$ cat config.mk
export PLATFORM = sky130hd
export DESIGN_NAME = ad80305_tx_if_ddr_lvds_td
export DESIGN_NICKNAME = d
export VERILOG_FILES = /design/src/rtl/ad80305_pkg.sv /design/src/rtl/ad_sync_fifo.sv /design/src/rtl/ad80305_tx_if_ddr_lvds_td.sv
export SDC_FILE = /design/constraint.sdc
export NUM_CORES = 1
export LEC_CHECK = 0
export CORE_AREA = 2 2 193 195
export DETAILED_ROUTE_END_ITERATION = 8
export DIE_AREA = 0 0 195 197
export REMOVE_ABC_BUFFERS = 1
export SLEW_MARGIN = 40
export SYNTH_ARGS = -nofsm -noshare
export SYNTH_HDL_FRONTEND = slang
export SYNTH_SLANG_ARGS = --single-unit
$ cat constraint.sdc
create_clock -name i_fpga_clk_125p -period 3.7 [get_ports i_fpga_clk_125p]
set_clock_uncertainty 0.2 [all_clocks]
set_input_delay 0.74 -clock i_fpga_clk_125p [delete_from_list [all_inputs] [get_ports i_fpga_clk_125p]]
set_output_delay 0.74 -clock i_fpga_clk_125p [all_outputs]
set_load 0.02 [all_outputs]
$ cat src/rtl/ad80305_pkg.sv
// Shared AD80305 LVDS interface definitions (TX and RX sides).
`default_nettype none

package ad80305_pkg;

  localparam int IQ_W   = 12;
  localparam int HALF_W = 6;
  localparam int SAMP_W = 2 * IQ_W;

  localparam logic FRAME_MSB = 1'b1;

  typedef enum logic [1:0] {
    IDLE  = 2'd0,
    PRIME = 2'd1,
    RUN   = 2'd2
  } tx_state_t;

  function automatic logic [HALF_W:0] ddr_word(input logic frame, input logic [HALF_W-1:0] half);
    return {frame, half};
  endfunction

endpackage

`default_nettype wire

$ cat src/rtl/ad_sync_fifo.sv
// Single-clock FIFO with registered occupancy; a pop frees room for a push in the same cycle.
`default_nettype none

module ad_sync_fifo #(
  parameter int WIDTH = 24,
  parameter int AW    = 3
) (
  input  logic             clk,
  input  logic             rst_n,
  input  logic             flush,
  input  logic             push,
  input  logic             pop,
  input  logic [WIDTH-1:0] wdata,
  output logic [WIDTH-1:0] rdata,
  output logic [AW:0]      level,
  output logic             full,
  output logic             empty
);

  localparam int DEPTH = 2 ** AW;

  logic [WIDTH-1:0] mem [DEPTH];
  logic [AW-1:0]    wr_ptr;
  logic [AW-1:0]    rd_ptr;
  logic             do_push;
  logic             do_pop;

  assign full    = (level == (AW+1)'(DEPTH));
  assign empty   = (level == '0);
  assign do_pop  = pop && !empty;
  assign do_push = push && (!full || do_pop);
  assign rdata   = mem[rd_ptr];

  always_ff @(posedge clk or negedge rst_n) begin
    if (!rst_n) begin
      wr_ptr <= '0;
      rd_ptr <= '0;
      level  <= '0;
    end else if (flush) begin
      wr_ptr <= '0;
      rd_ptr <= '0;
      level  <= '0;
    end else begin
      if (do_push) wr_ptr <= wr_ptr + 1'b1;
      if (do_pop)  rd_ptr <= rd_ptr + 1'b1;
      case ({do_push, do_pop})
        2'b10:   level <= level + 1'b1;
        2'b01:   level <= level - 1'b1;
        default: level <= level;
      endcase
    end
  end

  // Storage carries no reset; occupancy alone defines validity.
  always_ff @(posedge clk) begin
    if (do_push && !flush) mem[wr_ptr] <= wdata;
  end

endmodule

`default_nettype wire

$ cat src/rtl/ad80305_tx_if_ddr_lvds_td.sv
// AD80305 DDR LVDS transmit formatter: FIFO-buffered I/Q split into framed MSB/LSB words.
// Optional test ramp source enabled by defining AD_TX_RAMP_EN.
`default_nettype none

module ad80305_tx_if_ddr_lvds_td
  import ad80305_pkg::*;
#(
  parameter int FIFO_AW     = 3,
  parameter int PRIME_LEVEL = 2
) (
  input  logic              i_fpga_clk_125p,
  input  logic              i_fpga_rst_125p,
  input  logic              i_tx_en,
  input  logic              i_iqdata_fp,
  input  logic [IQ_W-1:0]   i_idata,
  input  logic [IQ_W-1:0]   i_qdata,
  input  logic              i_clr_flags,
`ifdef AD_TX_RAMP_EN
  input  logic              i_ramp_sel,
`endif
  output logic [HALF_W:0]   o_ddr_h,
  output logic [HALF_W:0]   o_ddr_l,
  output logic [FIFO_AW:0]  o_fifo_level,
  output logic              o_underflow,
  output logic              o_overflow,
  output logic              o_running
);

  localparam int LVL_W = FIFO_AW + 1;

  tx_state_t         state;
  logic              phase;
  logic [SAMP_W-1:0] r_samp;
  logic [SAMP_W-1:0] slot_samp;
  logic [SAMP_W-1:0] head;
  logic [LVL_W-1:0]  level;
  logic              fifo_full;
  logic              fifo_empty;
  logic              push;
  logic              pop;
  logic              flush;
  logic              msb_slot;
  logic              ramp_on;
  logic              underflow_evt;
  logic              overflow_evt;

`ifdef AD_TX_RAMP_EN
  logic [IQ_W-1:0] ramp_cnt;
  assign ramp_on = i_ramp_sel;
`else
  assign ramp_on = 1'b0;
`endif

  // PRIME performs the first MSB slot itself so the word lands one cycle after the level is met.
  assign msb_slot = i_tx_en &&
                    (((state == PRIME) && (level >= LVL_W'(PRIME_LEVEL))) ||
                     ((state == RUN) && !phase));

  assign push          = i_iqdata_fp && (state != IDLE);
  assign pop           = msb_slot && !ramp_on && !fifo_empty;
  assign flush         = (state == IDLE);
  assign underflow_evt = msb_slot && !ramp_on && fifo_empty;
  assign overflow_evt  = push && fifo_full && !pop;

  always_comb begin
    slot_samp = '0;
`ifdef AD_TX_RAMP_EN
    if (ramp_on) slot_samp = {~ramp_cnt, ramp_cnt};
    else
`endif
    if (!fifo_empty) slot_samp = head;
  end

  ad_sync_fifo #(
    .WIDTH (SAMP_W),
    .AW    (FIFO_AW)
  ) u_fifo (
    .clk   (i_fpga_clk_125p),
    .rst_n (i_fpga_rst_125p),
    .flush (flush),
    .push  (push),
    .pop   (pop),
    .wdata ({i_qdata, i_idata}),
    .rdata (head),
    .level (level),
    .full  (fifo_full),
    .empty (fifo_empty)
  );

  always_ff @(posedge i_fpga_clk_125p or negedge i_fpga_rst_125p) begin
    if (!i_fpga_rst_125p) begin
      state   <= IDLE;
      phase   <= 1'b0;
      r_samp  <= '0;
      o_ddr_h <= '0;
      o_ddr_l <= '0;
    end else if (msb_slot) begin
      state   <= RUN;
      phase   <= 1'b1;
      r_samp  <= slot_samp;
      o_ddr_h <= ddr_word(FRAME_MSB, slot_samp[SAMP_W-1 -: HALF_W]);
      o_ddr_l <= ddr_word(FRAME_MSB, slot_samp[IQ_W-1 -: HALF_W]);
    end else begin
      case (state)
        IDLE: begin
          phase   <= 1'b0;
          o_ddr_h <= '0;
          o_ddr_l <= '0;
          if (i_tx_en) state <= PRIME;
        end
        PRIME: begin
          o_ddr_h <= '0;
          o_ddr_l <= '0;
          if (!i_tx_en) state <= IDLE;
        end
        RUN: begin
          if (phase) begin
            // LSB half always completes, even when transmit is being stopped.
            phase   <= 1'b0;
            o_ddr_h <= ddr_word(~FRAME_MSB, r_samp[IQ_W +: HALF_W]);
            o_ddr_l <= ddr_word(~FRAME_MSB, r_samp[0 +: HALF_W]);
            if (!i_tx_en) state <= IDLE;
          end else begin
            o_ddr_h <= '0;
            o_ddr_l <= '0;
            state   <= IDLE;
          end
        end
        default: begin
          state   <= IDLE;
          phase   <= 1'b0;
          o_ddr_h <= '0;
          o_ddr_l <= '0;
        end
      endcase
    end
  end

`ifdef AD_TX_RAMP_EN
  always_ff @(posedge i_fpga_clk_125p or negedge i_fpga_rst_125p) begin
    if (!i_fpga_rst_125p)           ramp_cnt <= '0;
    else if (state == IDLE)         ramp_cnt <= '0;
    else if (msb_slot && ramp_on)   ramp_cnt <= ramp_cnt + 1'b1;
  end
`endif

  always_ff @(posedge i_fpga_clk_125p or negedge i_fpga_rst_125p) begin
    if (!i_fpga_rst_125p) begin
      o_underflow <= 1'b0;
      o_overflow  <= 1'b0;
    end else begin
      if (underflow_evt)    o_underflow <= 1'b1;
      else if (i_clr_flags) o_underflow <= 1'b0;
      if (overflow_evt)     o_overflow  <= 1'b1;
      else if (i_clr_flags) o_overflow  <= 1'b0;
    end
  end

  assign o_fifo_level = level;
  assign o_running    = (state == RUN);

endmodule

`default_nettype wire

# Word-level counts from Yosys, hierarchy flattened
# Memory sizes are Yosys's and may differ from the RTL's.
# Cells that the tools add are included.
[op_classes]
add_sub_neg = 4
order_cmp = 1
n_eq_ne = 7
muxes = 25
n_reduce_logical = 26
[op_table]
columns = ["operator", "count"]
rows = [
  ["$mux W24", 1],
  ["$mux W6", 4],
  ["$mux W7", 2],
  ["$mux W3", 4],
  ["$logic_and A1 B1 Y1", 11],
  ["$reduce_bool A2 Y1", 5],
  ["$mux W2", 4],
  ["$pmux W4 S2", 1],
  ["$mux W1", 7],
  ["$add A3 B1 Y3 const B", 2],
  ["$pmux W2 S3", 1],
  ["$logic_not A1 Y1", 5],
  ["$add A4 B1 Y4 const B", 1],
  ["$eq A2 B1 Y1 const B", 2],
  ["$eq A2 B2 Y1 const B", 2],
  ["$eq A4 B4 Y1 const B", 1],
  ["$ge A4 B2 Y1 const B", 1],
  ["$logic_not A4 Y1", 1],
  ["$mux W4", 1],
  ["$sub A4 B1 Y4 const B", 1],
  ["$ne A3 B3 Y1 const B", 1],
  ["$reduce_bool A3 Y1", 1],
  ["$logic_not A2 Y1", 1],
  ["$logic_or A1 B1 Y1", 2],
  ["$ne A2 B2 Y1 const B", 1],
]
[word_totals]
reg_bits = 47
ramBits = 192
input_bits = 29
output_inout_bits = 21
memories = 1
[memory_table]
columns = ["memory", "depth", "width", "rd", "rd_ports_with_merged_regs", "write_ports", "line", "source"]
rows = [
  ["u_fifo.mem", 8, 24, 1, 0, 1, "ad_sync_fifo.sv:22", "logic [WIDTH-1:0] mem [DEPTH];"],
]

# Longest topological paths before layout
# Gate-level depths: netlist of run 1.
[logic_depth]
ltp_word = 11
depth_mapped = 12
ltp_nobuf = 10

# Hierarchy
# Synthesis of run 1 repeated with hierarchy kept, for this count alone.
[hier_totals]
cells_unflattened = 450
hier_area_um2 = 9285.2
[modules_own_cells]
columns = ["module", "instances", "cells_each", "area_each_um2", "seq_area_each_um2"]
rows = [
  ["ad_sync_fifo", 1, 356, 7992.7, 6015.8],
  ["ad80305_tx_if_ddr_lvds_td", 1, 94, 1292.5, 750.7],
]

# Least setup slack after synthesis of run 1
# No wires, ideal clock.
[synth_path]
kind = "input to register"
from = "input i_tx_en"
to = "memory u_fifo.mem[0][0] (enable)"
t_arrival_ps = 3122
path_slack_ps = -57
stages = 5
cell_sequence = "and4bb_2 > a21oi_4 > a21oi_1 > nand2b_1 > nor3_1"
[synth_between]
elab_chain_cells = 8
[synth_lines]
columns = ["item", "line", "source"]
rows = [
  ["start, declared", "ad80305_tx_if_ddr_lvds_td.sv:13", "input logic i_tx_en,"],
  ["$logic_and A1 B1 Y1", "ad80305_tx_if_ddr_lvds_td.sv:55", "assign msb_slot = i_tx_en &&"],
  ["$logic_and A1 B1 Y1", "ad80305_tx_if_ddr_lvds_td.sv:60", "assign pop = msb_slot && !ramp_on && !fifo_empty;"],
  ["$logic_and A1 B1 Y1", "ad_sync_fifo.sv:30", "assign do_pop = pop && !empty;"],
  ["$logic_or A1 B1 Y1", "ad_sync_fifo.sv:31", "assign do_push = push && (!full || do_pop);"],
  ["$logic_and A1 B1 Y1", "ad_sync_fifo.sv:31", ""],
  ["$logic_and A1 B1 Y1", "ad_sync_fifo.sv:56", "if (do_push && !flush) mem[wr_ptr] <= wdata;"],
  ["$mux W1", "ad_sync_fifo.sv:56", ""],
  ["$mux W1 (not written as such)", "ad_sync_fifo.sv:56", ""],
  ["end, declared", "ad_sync_fifo.sv:22", ""],
]
# Every way passes these cells.

# Worst setup path in the final report of run 1
[layout_path]
from = "input i_tx_en"
to = "memory u_fifo.mem[3][15] (enable)"
# The elaborated chain is that of the path after synthesis.

==> qor.txt, run 1 <==
Outcome: completed
CTS tree: done
Max-slew violation count: 0
Total core area: 0.03626 mm²
Min-delay src: r_samp[1]$_DFFE_PN0N_
Post-CTS sizing: 0
Critical Path Start: i_tx_en
Drt drc: 0
Hold Vio Cnt, Final: 0
Synth Register Bits: 232
Setup tns final: 0 ns
Critical setup path kind: in -> reg
CTS Buf Count: 26
Ant diodes: 0
Relative slew slack: 48.38%
Max-cap violations: 0
Share of cells above drive strength 1: 21.55%
Gate power share: 10.9%
Switching Fraction: 24.24%
Top cell type's share of synthesized area: 64.23%
Peak VDD IR: 0.0003078 V
Area of the mapped netlist: 0.008976 mm²
CP startpoint kind: input pin
Initial antenna violation count: 1
Starting density of the core: 24.76%
Power per Cell Area: 556.5 mW/mm²
Setup crit end kind: flop
Vias per cell: 4.330
Synth Instances: 469
Initial detailed-routing violation count: 291
Clock-pin slew on the worst setup and hold paths: 0.06 ns
DRT Pass-1 Iters: 4
WHS: 0.2849 ns
ANT nets after route: 0
Wire length per cell: 17.90 µm
Most frequent cells in the layout: edfxtp_1 (192), mux4_2 (48), clkdlybuf4s50_1 (48)
CTS Root Cell: clkbuf_16
NetSw: 1.497 mW
Via count: 4477
Vias in the first global route: 4873
Area leader, netlist: edfxtp_1
Tot GR Track Use: 9.731%
Io pins: 50
Hold worst-path end: r_samp[1]$_DFFE_PN0N_
Final min period: 2.922 ns
Num Clock Sinks: 232
RSZ-0062 raised after global routing: false
R2R Setup Slk: 0.92 ns
Setup bufs post-CTS: 0
Row count: 70
Worst hold path depth: 2
P&R area growth vs syn: 23.68%
Crit Reg-Reg Endpoint: u_fifo.level[3]$_DFFE_PN0P_
Cell Int Power: 4.681 mW
Gr ovfl total: 0
CP arrival: 2.96 ns
First-pass GRT wire length: 28.66 mm
Area after DPL: 0.01029 mm²
Sequential fraction of the synthesis area: 75.38%
Fmax: 342.3 MHz
Worst hold path class: reg -> reg
Final worst path period share: 78.96%
Commonest non-fill, non-tap cell in the layout: edfxtp_1
Post-DP HPWL: 11.36 mm
Fin area: 0.01110 mm²
Required time of the critical path: 3.74 ns
Worst-Margin Slew: 0.7742 ns
Cell variety after synth: 42
Final setup viols: 0
Syn Area/Cell: 19.14 µm²
FF-to-FF Start: u_fifo.level[3]$_DFFE_PN0P_
Port bufs: 49
NumNets Final: 579
Die ar.: 0.03842 mm²
Routability cong.: 0.7273
Clock power share: 38.2%
YS warnings: 0
Clock Path Buffers: 3
H-tree levels: 1
Power share of the sequential group: 50.8%
LEAKAGE: 3.591 nW
Worst-skew pair later-pin latency: 0.54 ns
Die height: 197 µm
R2R depth: 10
Final wirelength: 18.51 mm
Util after Layout: 30.62%
Top post-synthesis cells by area: edfxtp_1 (64%), mux4_2 (12%), dfrtp_1 (11%), mux2i_1 (3.0%), o21ai_0 (1.6%)
CP max FO: 16
Die W: 195 µm
Largest net degree at the start of global routing: 36
## per-layer routing
| layer | GRT usage (%) | wire length (µm) | vias up |
|---|---|---|---|
| li1 | - | - | 2022 |
| met1 | 12.31 | 7868 | 2312 |
| met2 | 16.81 | 9173 | 110 |
| met3 | 2.361 | 1117 | 31 |
| met4 | 2.375 | 333 | 2 |
| met5 | 0 | 12 | - |
## cells by family after synthesis
logic type      after synthesis  share of synthesized area (%)
compound gates               48                          3.081
xor+xnor                      3                         0.2928
fa+ha+maj                     4                         0.5576
buf+inv                      27                          1.283
flops                       232                          75.38
mux                          75                          15.05
simple gates                 80                          4.349
## registers in the layout, summed over array words and instances, names as in the netlist
name and count:
u_fifo.wr_ptr 3, u_fifo.rd_ptr 3, u_fifo.mem 192, o_ddr_h 7
u_fifo.level 4, r_samp 12, state 2, o_ddr_l 6
o_overflow 1, o_underflow 1, phase 1
## cell usage after synthesis
cell type and n:
buf_4 1, a21o_1 3, clkbuf_1 11, nand2_1 36, a21oi_1 7, xor2_1 3, or2_2 1, nor2b_1 2
or3_4 1, a211oi_1 1, o21a_1 2, and2_1 1, inv_1 3, nand2b_1 5, a21oi_4 1, or3_1 2
dfrtp_1 40, nand3_1 5, nor4_1 1, buf_1 5, and3_1 2, mux2i_1 27, o211ai_1 1, edfxtp_1 192
and4bb_2 1, inv_4 1, o21ai_1 2, mux4_2 48, nor3_1 3, nor2_1 13, nand4b_1 1, nor4b_1 1
o21ai_0 28, buf_2 6, ha_1 4, or3b_2 1, o22ai_1 1, and3b_1 1, a31oi_1 1, nand4_1 2
or4_1 1, o211a_1 1
## worst max path at each step
stage / endpoint / slack (ns) / cells after the start
floorplan: u_fifo.mem[0][0]$_DFFE_PP_ / -0.09 / 5
global placement: u_fifo.mem[0][10]$_DFFE_PP_ / 0.16 / 7
detailed placement: u_fifo.mem[1][13]$_DFFE_PP_ / 0.22 / 7
CTS: u_fifo.mem[1][13]$_DFFE_PP_ / 0.74 / 7
global route: u_fifo.mem[3][15]$_DFFE_PP_ / 0.64 / 8
finish: u_fifo.mem[3][15]$_DFFE_PP_ / 0.78 / 8
## critical path: stages
cell,delay [ns]
clkdlybuf4s50_1,0.50
and4bb_2,0.28
a21oi_4,0.05
a21oi_1,0.28
nand2_1,0.18
buf_4,0.18
nor2_2,0.49
buf_12,0.25
## power by group through the flow
| stage | clock network [mW] | logic (mW) | registers [mW] |
|---|---|---|---|
| floorplan | 0 | 0.357 | 3.20 |
| global placement | 0 | 0.675 | 3.19 |
| detailed placement | 0 | 0.686 | 3.20 |
| CTS | 2.42 | 0.689 | 3.14 |
| global route | 2.53 | 0.748 | 3.17 |
| finish | 2.36 | 0.676 | 3.14 |
## stage by stage
step | instances | power (mW) | worst slack [ns]
after detailed placement | 985 | 3.881 | 0.2183
after global routing | 1034 | 6.446 | 0.6363
after CTS | 1034 | 6.257 | 0.7360
after global placement | 985 | 3.864 | 0.1635
final | 1034 | 6.178 | 0.7785
after floorplan | 446 | 3.560 | -0.09073
## final cells by class
cell class              count  area (µm²)
fillers                  3525       25160
flip-flops and latches    232        6771
multi-input cells         210        2132
repair buffers             72       800.8
clock buffers              35       694.4
well taps                 468       585.6
clock inverters            13       100.1
inverters                   4       17.52
## repair_timing
action | CTS | global route
hold buffers | 1 | 0
endpoints found under the setup margin | 0 | 0
hold endpoints to repair | 29 | 0
Power figures use the tool's default switching activity.
==> run 2, diff against run 1 <==
==> constraint.sdc (replaced) <==
create_clock -name i_fpga_clk_125p -period 2.85 [get_ports i_fpga_clk_125p]
set_clock_uncertainty 0.2 [all_clocks]
set_input_delay 0.57 -clock i_fpga_clk_125p [delete_from_list [all_inputs] [get_ports i_fpga_clk_125p]]
set_output_delay 0.57 -clock i_fpga_clk_125p [all_outputs]
set_load 0.02 [all_outputs]
==> qor.txt, run 2 (synthesized netlist as in run 1, its figures left out) <==
Max incr delay on CP: 0.65 ns (was 0.50 ns)
Top delay family on crit path: buffers and inverters (was simple AND/OR/NAND/NOR gates)
Critical Path Start: state[0]$_DFFE_PN0P_ (was i_tx_en)
CP Cell Sequence: nor2b_1 -> clkdlybuf4s50_1 (was clkdlybuf4s50_1 -> and4bb_2 -> a21oi_4 -> a21oi_1 -> nand2_1 -> buf_4 -> nor2_2 -> buf_12)
Setup crit end kind: output port (was flop)
Required time of the critical path: 2.08 ns (was 3.74 ns)
Final worst path period share: 90.98%
Tot Pwr: 7.866 mW (was 6.178 mW)
Via count: 4541 (was 4477)
Largest net degree at the start of global routing: 29 (was 36)
Wire length per cell: 18.06 µm (was 17.90 µm)
Routability cong.: 0.7112 (was 0.7273)
Io pins: 50 (unchanged)
Clock-pin slew on the worst setup and hold paths: 0.06 ns (about the same)
Drt drc: 0 (unchanged)
CTS tree: done (unchanged)
Tot GR Track Use: 9.849% (was 9.731%)
Post-DP HPWL: 12.31 mm (was 11.36 mm)
Final setup viols: 0 (unchanged)
Row count: 70 (unchanged)
Peak VDD IR: 0.0003375 V (was 0.0003078 V)
Max-slew violation count: 0 (unchanged)
Worst-Margin Slew: 0.7591 ns (was 0.7742 ns)
Number of cells after detailed placement: 993 (was 985)
Share of cells above drive strength 1: 23.16% (was 21.55%)
Starting density of the core: 24.76% (unchanged)
Largest regs: u_fifo.mem: 192 flops, r_samp: 12 flops, o_ddr_h: 7 flops (unchanged)
ANT nets after route: 0 (unchanged)
Initial antenna violation count: 3 (was 1)
CTS Buf Count: 24 (was 26)
Port bufs: 49 (unchanged)
Vias per cell: 4.371 (was 4.330)
Gr ovfl total: 0 (unchanged)
Area after DPL: 0.01034 mm² (was 0.01029 mm²)
Vias in the first global route: 4787 (was 4873)
CTS Root Cell: clkbuf_16 (unchanged)
Max reg flops: 192 (unchanged)
NumNets Final: 585 (was 579)
Fmax: 385.7 MHz
RSZ-0062 raised after global routing: false (unchanged)
Max-cap violations: 0 (unchanged)
Hold Vio Cnt, Final: 0 (unchanged)
CP bufs+invs: 1 (was 3)
NetSw: 1.896 mW (was 1.497 mW)
DRT Pass-1 Iters: 4 (unchanged)
Non-filler cells, final: 1039 (was 1034)
Die height: 197 µm (unchanged)
Most flop-heavy register: u_fifo.mem (unchanged)
Commonest non-fill, non-tap cell in the layout: edfxtp_1 (unchanged)
CP startpoint kind: flop (was input pin)
Min-delay src: r_samp[3]$_DFFE_PN0N_ (was r_samp[1]$_DFFE_PN0N_)
CP max-delay cell: clkdlybuf4s50_1 (unchanged)
Gate power share: 11.8% (was 10.9%)
Util after Layout: 30.59% (was 30.62%)
H-tree levels: 1 (unchanged)
Relative slew slack: 49.40% (was 48.38%)
First-pass GRT wire length: 28.79 mm (was 28.66 mm)
Total core area: 0.03626 mm² (unchanged)
Die W: 195 µm (unchanged)
Hold Buf Count CTS: 1 (unchanged)
Power share of the sequential group: 51.8% (was 50.8%)
Worst hold path class: reg -> reg (unchanged)
Final min period: 2.593 ns
Critical setup path kind: reg -> out (was in -> reg)
Post-CTS sizing: 0 (unchanged)
Num Clock Sinks: 232 (unchanged)
Cell Int Power: 5.970 mW (was 4.681 mW)
Outcome: completed (unchanged)
Clock Path Buffers: 3 (unchanged)
LEAKAGE: 3.611 nW (was 3.591 nW)
P&R area growth vs syn: 23.56% (was 23.68%)
Setup bufs post-CTS: 0 (unchanged)
Initial detailed-routing violation count: 281 (was 291)
Final wirelength: 18.77 mm (was 18.51 mm)
Switching Fraction: 24.10% (was 24.24%)
CP arrival: 1.82 ns (was 2.96 ns)
Worst-skew pair later-pin latency: 0.52 ns (was 0.54 ns)
CP max FO: 8 (was 16)
Die ar.: 0.03842 mm² (unchanged)
Most frequent cells in the layout: edfxtp_1 (192), mux4_2 (48), clkdlybuf4s50_1 (48) (unchanged)
Power per Cell Area: 709.2 mW/mm² (was 556.5 mW/mm²)
Fin area: 0.01109 mm² (was 0.01110 mm²)
FF-to-FF Start: u_fifo.level[3]$_DFFE_PN0P_ (unchanged)
Clock power share: 36.5% (was 38.2%)
run 2: changes by cell type in the layout (fill, tap and decap cells not counted), moves of 2 or more:
cell,previous run,this run
inv_8,2,0
clkbuf_1,8,5
clkinvlp_4,0,3
nor3_2,0,2
nor3_4,2,0
clkbuf_16,26,24
buf_4,12,19
clkinv_1,5,2
run 2: final cells by class:
class	count	area, µm²
antenna	1	2.502
fill	3552	25170
clock inverter	13	88.84
sequential	232	6771
clock buffer	31	646.9
timing repair buffer	80	858.3
multi-input combinational	210	2120
inverter	4	17.52
tap	468	585.6
run 2: power by group through the flow:
stage | sequential [mW] | clock, mW | combinational [mW]
6_report | 4.07 | 2.87 | 0.927
3_3_place_gp | 4.14 | 0 | 0.916
5_1_grt | 4.10 | 3.08 | 1.02
2_1_floorplan | 4.16 | 0 | 0.463
4_1_cts | 4.08 | 2.95 | 0.943
3_5_place_dp | 4.14 | 0 | 0.937
run 2: per-layer routing:
metal,wire [µm],share of wire [%],GRT usage (%)
met5,26,0.14,0
met1,8495,45,12.99
met3,1212,6.5,3.063
met2,8819,47,16.04
met4,215,1.1,2.036
run 2: final timing paths:
kind | slack, ns | cells past startpoint | to
worst max-delay path | 0.26 | 2 | o_running
worst min-delay path | 0.28 | 2 | r_samp[3]$_DFFE_PN0N_
worst max register to register | 0.29 | 7 | u_fifo.level[2]$_DFFE_PN0P_
worst min register to register | 0.28 | 2 | r_samp[3]$_DFFE_PN0N_
max in group asynchronous | 1.58 | 3 | u_fifo.rd_ptr[0]$_DFFE_PN0P_
min in group asynchronous | 0.29 | 2 | o_ddr_l[5]$_DFF_PN0_
run 2: per-stage QoR:
step / setup WS, ns / hold WS (ns) / setup TNS [ns]
after floorplan: -0.7707 / 0.07441 / -59.60
after detailed placement: -0.05933 / 0.2709 / -0.9090
after global placement: -0.03854 / 0.2648 / -0.4133
after CTS: 0.2231 / 0.2851 / 0
final: 0.2572 / 0.2834 / 0
after global routing: 0.1056 / 0.3047 / 0
run 2: worst register-to-register path, cell delays in order (launching register included):
cell,delay (ns)
dfrtp_1,0.47
or4_1,0.63
and3_1,0.25
xor2_1,0.15
ha_1,0.19
or3_1,0.37
nand4_1,0.10
a21oi_1,0.06
